`src/rtl/pattern_game_ctrl.sv`:
```
// pattern_game_ctrl: memory-game round controller.
// It generates a pseudo-random pattern, shows it on the one-hot LEDs, collects
// the player's key presses, then reports pass/fail and a saturating win count.
// Optional feature: define INPUT_TIMEOUT_EN to give up on an idle player after
// INPUT_TIMEOUT cycles without a key press.
module pattern_game_ctrl #(
    parameter int PAT_LEN       = 4,
    parameter int SHOW_TIME     = 500000,
    parameter int GAP_TIME      = 100000,
    parameter int INPUT_TIMEOUT = 5000000
) (
    input  logic       CLK,
    input  logic       RESET,
    input  logic       START,
    input  logic [3:0] KEY,
    output logic [3:0] LED,
    output logic       ENABLE,
    output logic       IS_EQUAL,
    output logic [3:0] ROUND,
    output logic       BUSY
);

    typedef enum logic [2:0] {
        IDLE,
        GEN,
        SHOW_ON,
        SHOW_GAP,
        INPUT,
        RESULT
    } state_t;

    // The timer only needs to cover the longest interval actually timed.
    localparam int SHOW_GAP_MAX = (SHOW_TIME > GAP_TIME) ? SHOW_TIME : GAP_TIME;
`ifdef INPUT_TIMEOUT_EN
    localparam int TMR_MAX = (INPUT_TIMEOUT > SHOW_GAP_MAX) ? INPUT_TIMEOUT : SHOW_GAP_MAX;
`else
    localparam int TMR_MAX = SHOW_GAP_MAX;
`endif
    localparam int TMR_W = (TMR_MAX > 1) ? $clog2(TMR_MAX) : 1;

    localparam logic [TMR_W-1:0] SHOW_LAST = TMR_W'(SHOW_TIME - 1);
    localparam logic [TMR_W-1:0] GAP_LAST  = TMR_W'(GAP_TIME - 1);
`ifdef INPUT_TIMEOUT_EN
    localparam logic [TMR_W-1:0] TIMEOUT_LAST = TMR_W'(INPUT_TIMEOUT - 1);
`endif
    localparam logic [3:0] IDX_LAST = 4'(PAT_LEN - 1);
    localparam logic [3:0] IDX_END  = 4'(PAT_LEN);

    // Reject parameter values the step index and timer were not sized for.
    if (PAT_LEN < 1 || PAT_LEN > 8 || SHOW_TIME < 1 || GAP_TIME < 1 || INPUT_TIMEOUT < 1) begin : g_param_check
        $error("pattern_game_ctrl: parameter out of range");
    end

    state_t           state_q, state_d;
    logic [7:0]       lfsr_q, lfsr_d;
    logic             start_prev_q, start_prev_d;
    logic [3:0]       key_prev_q, key_prev_d;
    logic [TMR_W-1:0] timer_q, timer_d;
    logic [3:0]       idx_q, idx_d;
    logic             mismatch_q, mismatch_d;
    logic             enable_q, enable_d;
    logic             is_equal_q, is_equal_d;
    logic [3:0]       round_q, round_d;
    logic [1:0]       pattern_q [8];
    logic [1:0]       pattern_d [8];

    logic       lfsr_fb;
    logic       start_edge;
    logic       key_press;
    logic       key_onehot;
    logic [1:0] key_code;
    logic [2:0] pat_sel;
    logic [1:0] cur_step;

    assign lfsr_fb    = lfsr_q[7] ^ lfsr_q[5] ^ lfsr_q[4] ^ lfsr_q[3];
    assign start_edge = START & ~start_prev_q;
    assign key_press  = (key_prev_q == 4'b0000) && (KEY != 4'b0000);
    assign key_onehot = (KEY != 4'b0000) && ((KEY & (KEY - 4'd1)) == 4'b0000);
    assign pat_sel    = idx_q[2:0];
    assign cur_step   = pattern_q[pat_sel];

    assign ENABLE   = enable_q;
    assign IS_EQUAL = is_equal_q;
    assign ROUND    = round_q;
    assign BUSY     = (state_q != IDLE) && (state_q != RESULT);

    // Encode a single-bit key press into the 2-bit step value it represents.
    always_comb begin
        key_code = 2'd0;
        case (KEY)
            4'b0010: key_code = 2'd1;
            4'b0100: key_code = 2'd2;
            4'b1000: key_code = 2'd3;
            default: key_code = 2'd0;
        endcase
    end

    // Next-state, datapath updates and LED drive for the round sequence.
    always_comb begin
        state_d      = state_q;
        lfsr_d       = {lfsr_q[6:0], lfsr_fb};
        start_prev_d = START;
        key_prev_d   = KEY;
        timer_d      = '0;
        idx_d        = idx_q;
        mismatch_d   = mismatch_q;
        enable_d     = enable_q;
        is_equal_d   = is_equal_q;
        round_d      = round_q;
        pattern_d    = pattern_q;
        LED          = 4'b0000;

        // The polynomial is maximal-length so zero is unreachable from 8'hA5;
        // this guard keeps the LFSR out of its lock-up state regardless.
        if (lfsr_d == 8'h00) begin
            lfsr_d = 8'h01;
        end

        case (state_q)
            IDLE, RESULT: begin
                if (start_edge) begin
                    state_d    = GEN;
                    enable_d   = 1'b0;
                    is_equal_d = 1'b0;
                    idx_d      = 4'd0;
                end
            end

            GEN: begin
                pattern_d[pat_sel] = lfsr_q[1:0];
                if (idx_q == IDX_LAST) begin
                    idx_d   = 4'd0;
                    state_d = SHOW_ON;
                end else begin
                    idx_d = idx_q + 4'd1;
                end
            end

            SHOW_ON: begin
                LED = 4'b0001 << cur_step;
                if (timer_q == SHOW_LAST) begin
                    state_d = SHOW_GAP;
                end else begin
                    timer_d = timer_q + TMR_W'(1);
                end
            end

            SHOW_GAP: begin
                if (timer_q == GAP_LAST) begin
                    if (idx_q == IDX_LAST) begin
                        state_d    = INPUT;
                        idx_d      = 4'd0;
                        mismatch_d = 1'b0;
                    end else begin
                        state_d = SHOW_ON;
                        idx_d   = idx_q + 4'd1;
                    end
                end else begin
                    timer_d = timer_q + TMR_W'(1);
                end
            end

            INPUT: begin
                LED = KEY;
                if (idx_q == IDX_END) begin
                    state_d    = RESULT;
                    enable_d   = 1'b1;
                    is_equal_d = !mismatch_q;
                    if (!mismatch_q && (round_q != 4'd15)) begin
                        round_d = round_q + 4'd1;
                    end
                end else if (key_press) begin
                    idx_d = idx_q + 4'd1;
                    if (!key_onehot || (key_code != cur_step)) begin
                        mismatch_d = 1'b1;
                    end
                end
`ifdef INPUT_TIMEOUT_EN
                else if (timer_q == TIMEOUT_LAST) begin
                    mismatch_d = 1'b1;
                    state_d    = RESULT;
                    enable_d   = 1'b1;
                    is_equal_d = 1'b0;
                end else begin
                    timer_d = timer_q + TMR_W'(1);
                end
`endif
            end

            default: begin
                state_d = IDLE;
            end
        endcase
    end

    // State and datapath registers; reset aborts any round in progress.
    always_ff @(posedge CLK or posedge RESET) begin
        if (RESET) begin
            state_q      <= IDLE;
            lfsr_q       <= 8'hA5;
            start_prev_q <= 1'b0;
            key_prev_q   <= 4'b0000;
            timer_q      <= '0;
            idx_q        <= 4'd0;
            mismatch_q   <= 1'b0;
            enable_q     <= 1'b0;
            is_equal_q   <= 1'b0;
            round_q      <= 4'd0;
            pattern_q    <= '{default: 2'b00};
        end else begin
            state_q      <= state_d;
            lfsr_q       <= lfsr_d;
            start_prev_q <= start_prev_d;
            key_prev_q   <= key_prev_d;
            timer_q      <= timer_d;
            idx_q        <= idx_d;
            mismatch_q   <= mismatch_d;
            enable_q     <= enable_d;
            is_equal_q   <= is_equal_d;
            round_q      <= round_d;
            pattern_q    <= pattern_d;
        end
    end

endmodule
```
`config.mk`:
```
export PLATFORM = sky130hd
export DESIGN_NAME = pattern_game_ctrl
export DESIGN_NICKNAME = d
export VERILOG_FILES = /design/src/rtl/pattern_game_ctrl.sv
export SDC_FILE = /design/constraint.sdc
export NUM_CORES = 1
export LEC_CHECK = 0
export CORE_MARGIN = 2
export CORE_UTILIZATION = 59
export CTS_CLUSTER_DIAMETER = 30
export DETAILED_ROUTE_END_ITERATION = 7
export MAX_ROUTING_LAYER = met4
export PLACE_DENSITY = 0.79
export SYNTH_ARGS = -nofsm -noshare
export SYNTH_HDL_FRONTEND = slang
export SYNTH_SLANG_ARGS = --single-unit
```
`constraint.sdc`:
```
create_clock -name CLK -period 2.7 [get_ports CLK]
set_clock_uncertainty 0.05 [all_clocks]
set_input_delay 0.54 -clock CLK [delete_from_list [all_inputs] [get_ports CLK]]
set_output_delay 0.54 -clock CLK [all_outputs]
set_load 0.01 [all_outputs]
```
; ---- Word-level counts from Yosys, hierarchy flattened
; Index checks and enable logic that the tools add are counted.
[classes]
add_sub_neg = 4
order_cmp = 2
eq_ne = 24
n_shift = 1
muxes = 36
bitwise = 7
n_reduce_logical = 23
[ops]
columns = cell, count
row1 = 19-bit 2-to-1 mux, 2
row2 = 19-bit case mux with 2 select lines, 1
row3 = 4-bit 2-to-1 mux, 5
row4 = 19-bit by 1-bit adder with 19-bit output (second input constant), 1
row5 = 19-bit by 17-bit equality test with 1-bit output (second input constant), 1
row6 = 19-bit equality test (second input constant), 1
row7 = 3-bit 2-to-1 mux, 6
row8 = 2-bit inequality test (second input constant), 9
row9 = 16-bit bitwise mux, 1
row10 = 4-bit case mux with 4 select lines, 1
row11 = 3-bit case mux with 5 select lines, 1
row12 = 5-bit AND reduction, 2
row13 = 4-bit by 1-bit adder with 4-bit output (second input constant), 2
row14 = 4-bit by 2-bit equality test with 1-bit output (second input constant), 2
row15 = 4-bit by 3-bit equality test with 1-bit output (second input constant), 2
row16 = 4-bit logical NOT, 2
row17 = 8-bit logical NOT, 1
row18 = 1-bit 2-to-1 mux, 8
row19 = 8-bit 2-to-1 mux, 1
row20 = 4-bit case mux with 2 select lines, 1
row21 = 4-bit nonzero test, 2
row22 = 2-bit binary-select mux with 3-bit select, 1
row23 = 2-bit demux with 3-bit select, 1
row24 = 3-bit by 2-bit equality test with 1-bit output (second input constant), 2
row25 = 27 further kinds, 41
[word_totals]
regBits = 62
in_bits = 7
out_inout_bits = 11

; ---- Logic depth before layout (Yosys ltp)
[logic_depth]
depth_word = 10
mapped_depth = 8

; ---- Least setup slack after synthesis
; No wires, ideal clock.
[synth_timing]
path_kind = flip-flop to output port
startpoint = reg idx_q[1]
endpoint = out LED[2]
arrival_ps = 1646
slack_ps = 464
path_stages_with_launch = 7
cell_sequence = dfrtp_1 buf_2 mux4_2 mux2i_1 and2_1 a22oi_1 nor2_1
[synth_via]
elab_chain_len = 6
[synth_lines]
columns = item, line
row1 = "start, declared", 59  ; logic [3:0] idx_q, idx_d;
row2 = "start signal, assigned", 216  ; idx_q <= idx_d;
row3 = 3-bit inverter with 4-bit output (not written as such), 80  ; assign cur_step = pattern_q[pat_sel];
row4 = 2-bit binary-select mux with 3-bit select, 80
row5 = 2-bit 2-to-1 mux (not written as such) (2 in series), 80
row6 = 1-bit by 2-bit left shift with 4-bit output, 140  ; LED = 4'b0001 << cur_step;
row7 = 4-bit case mux with 2 select lines, 119  ; case (state_q)
row8 = "end, declared", 16  ; output logic [3:0] LED,
; No other way between the ends. The select of a mux whose other input is x is not followed.

; ---- Worst setup path in the final report
[layout_timing]
startpoint = reg idx_q[0]
endpoint = out LED[0]
; The elaborated chain is that of the path after synthesis.

==> flow_summary.ini <==
[cells_and_area]
final_nets = 330
finalCoreUtilization = 0.7128
stdcell_area_mm2 = 0.003664
area_growth_pct = 15.78
final_cells = 394
insertedDiodeCount = 0
drive_gt1_frac = 0.2037
fillers = 376

[floorplan]
rows = 26
die_w_um = 77.24
coreArea_mm2 = 0.005140
fp.dieH_um = 77.24
ioPinCount = 18
die_area_mm2 = 0.005965
start_util = 0.6156

[yosys]
synthFlopType = dfrtp_1
synth.most_common_cell = dfrtp_1
ys_seq_area_frac = 0.4919
synth_edf_count = 0
netlist_area_mm2 = 0.003164
netlist_top_cells_count = 58 x dfrtp_1, 42 x nor2_1, 21 x nand2_1
yosysTopAreaCell = dfrtp_1
synthesis.nets = 310
yosys-top-cells-area = dfrtp_1 46%, mux2_2 6.8%, nor2_1 5.0%
synthCells = 299
yosysWarnings = 0
postSynthAreaPerCell_um2 = 10.58
async_reset_ff_frac = 1.000
ys_types = 48
synth_top_area_frac = 0.4587
synth-seq-cells = 62

[setup_path]
r2r-start = idx_q[1]$_DFFE_PP0P_
cp.arrival_ns = 2.01
crit_path_end_kind = output pin
max_stage_delay_ns = 0.55
cp-start-kind = flip-flop
timing.rr.end = ROUND[1]$_DFFE_PP0P_
crit_family = multiplexers
r2r_slack_ns = 0.25
cp.depth = 6
crit_buf_inv = 1
rr_worst_depth = 9
path_cells = mux4_2 > mux2_4 > nor2_4 > a22oi_1 > nor2_1 > buf_2
worstPathMaxFanout = 3
cp.required_ns = 2.11
critical_path_class = flip-flop to output pin
cpMaxStageDelayCell = mux4_2

[detailed_routing]
num_vias = 2251
post_drt_via_cell_ratio = 5.713
routed_wl_um = 5968
postRouteAntennaNets = 0
wl_per_cell_um = 15.15
first_pass_iters = 4
drc = 0
drt-initial-drc-count = 165

[global_route]
met2_usage = 0.3409
antenna_found_initial = 0
overflow = 0
met3_usage = 0.05294
grt_usage = 0.2296
grt_pass1_vias = 2199
top_usage_layer = met2
grt_pass1_wl_um = 10410
grt_start_max_net_pins = 39
gr-usage-met1 = 0.3150

[power]
finalPower_mw = 3.353
power_leakage_nw = 1.563
power_density_mw_per_mm2 = 915.1
ir_drop_v = 0.0006042

[timing]
min_period_over_period = 0.9635
timing.setup.tns_ns = 0
hold_slack_ns = 0.3224
slew_headroom = 0.6498
finalWorstSetupSlack_ns = 0.09864
fin_crit_ns = 2.601
rsz0062_at_grt = yes
hold_viol = 0
finalMaxSlewViolations = 0
worst_pin_slew_ns = 0.5212
setup_viol = 0
max_freq_mhz = 384.4

[placed_design]
io_buffers = 17
placed_area_mm2 = 0.003406
dp_hpwl_um = 4116
pre_cts_ws_ns = -0.03357
gp_congestion = 0.9331
place_inst = 376

[cts]
clkTransAtPathRegs_ns = 0.06
cts-root-buf = clkbuf_8
cts_tree = built
cts_hold_buf = 0
cts.sinks = 62
htree_num_levels = 3
cts_made_buffers = 9
clk_latency_ns = 0.33
clk_path_buf_depth = 2

[worst_hold_path]
holdPathStages = 0
hold_end = lfsr_q[7]$_DFF_PP1_
min-delay-path-class = flip-flop to flip-flop
hold_start = lfsr_q[6]$_DFF_PP0_

[status]
outcome = finished, final reports clean

[run]
max_cap_viol_count = 0
==> placed cells by master (no fill, tap or decap), types with 3 or more instances in the layout <==
cell             synthesis  routed
a21oi_1                  5       5
a22oi_1                  4       3
and3_1                   4       4
and4_1                   3       3
buf_2                    5       3
buf_4                    0       9
bufinv_16                0       3
clkbuf_1                11       3
clkbuf_8                 0       9
clkdlybuf4s50_1          0      13
dfrtp_1                 58      58
dfstp_2                  4       4
ha_1                     4       4
inv_1                   11      10
mux2_2                  19      18
mux4_2                   4       4
nand2_1                 21      21
nand2b_1                 3       3
nand3_1                 10      10
nand3b_1                 3       3
nand4_1                  6       6
nor2_1                  42      41
nor2b_1                  8       8
nor3_1                   8       8
nor4_1                   3       3
o21ai_0                  7       7
o31ai_1                  3       3
or4_1                    3       3
xnor2_1                 14      14
xor2_1                   8       8
==> timing repair <==
item / CTS / global route
pin swaps: 0 / 2
gates resized for setup: 14 / 8
buffers inserted: 1 / 1
setup endpoints to repair: 4 / 4
cloned: 0 / 0
==> flip-flops by register name, indices dropped and copies added (netlist names) <==
name and cells:
timer_q 19, pattern_q 16, lfsr_q 8, ROUND 4
idx_q 4, key_prev_q 4, state_q 3, ENABLE 1
IS_EQUAL 1, mismatch_q 1, start_prev_q 1
==> where the power goes <==
group	total [mW]	internal (mW)	switching, mW	leakage [nW]
Sequential	1.27	1.10	0.173	0.806
Combinational	1.13	0.569	0.563	0.642
Clock	0.952	0.613	0.339	0.115
Total	3.35	2.28	1.08	1.56
==> worst max-delay path by stage <==
stage / from / to / slack (ns)
after floorplan: idx_q[1]$_DFFE_PP0P_ / LED[2] / 0.46
after global placement: idx_q[1]$_DFFE_PP0P_ / LED[2] / 0.05
after detailed placement: idx_q[1]$_DFFE_PP0P_ / LED[2] / -0.03
after CTS: idx_q[0]$_DFFE_PP0P_ / LED[1] / 0.007
after global routing: idx_q[0]$_DFFE_PP0P_ / LED[0] / -0.03
final: idx_q[0]$_DFFE_PP0P_ / LED[0] / 0.1
==> per-layer routing <==
metal | vias up | part of all wire
met5 | - | 0
met4 | 0 | 0.011
met3 | 6 | 0.034
met2 | 45 | 0.50
met1 | 1116 | 0.46
li1 | 1084 | -
==> cell type report <==
class / instances / area, um^2 / share of cell area
inverter: 11 / 41.29 / 0.01127
timing repair buffer: 27 / 237.7 / 0.06489
tap: 70 / 87.58 / 0.02391
clock inverter: 4 / 95.09 / 0.02596
clock buffer: 12 / 135.1 / 0.03689
multi-input combinational: 208 / 1510 / 0.4122
sequential: 62 / 1556 / 0.4249
==> kinds of logic (layout without fill, tap and decap cells) <==
logic type / after synthesis / count (layout) / synth area share
DFF: 62 / 62 / 0.4919
xor gates and xnor gates: 22 / 22 / 0.06090
buffers and inverters: 29 / 54 / 0.04112
AOI/OAI and AO/OA: 31 / 31 / 0.07592
and+or+nand+nor: 124 / 124 / 0.2056
adders and majority gates: 4 / 4 / 0.01582
muxes: 27 / 27 / 0.1087
No activity file was read; power rests on OpenSTA's default activity.
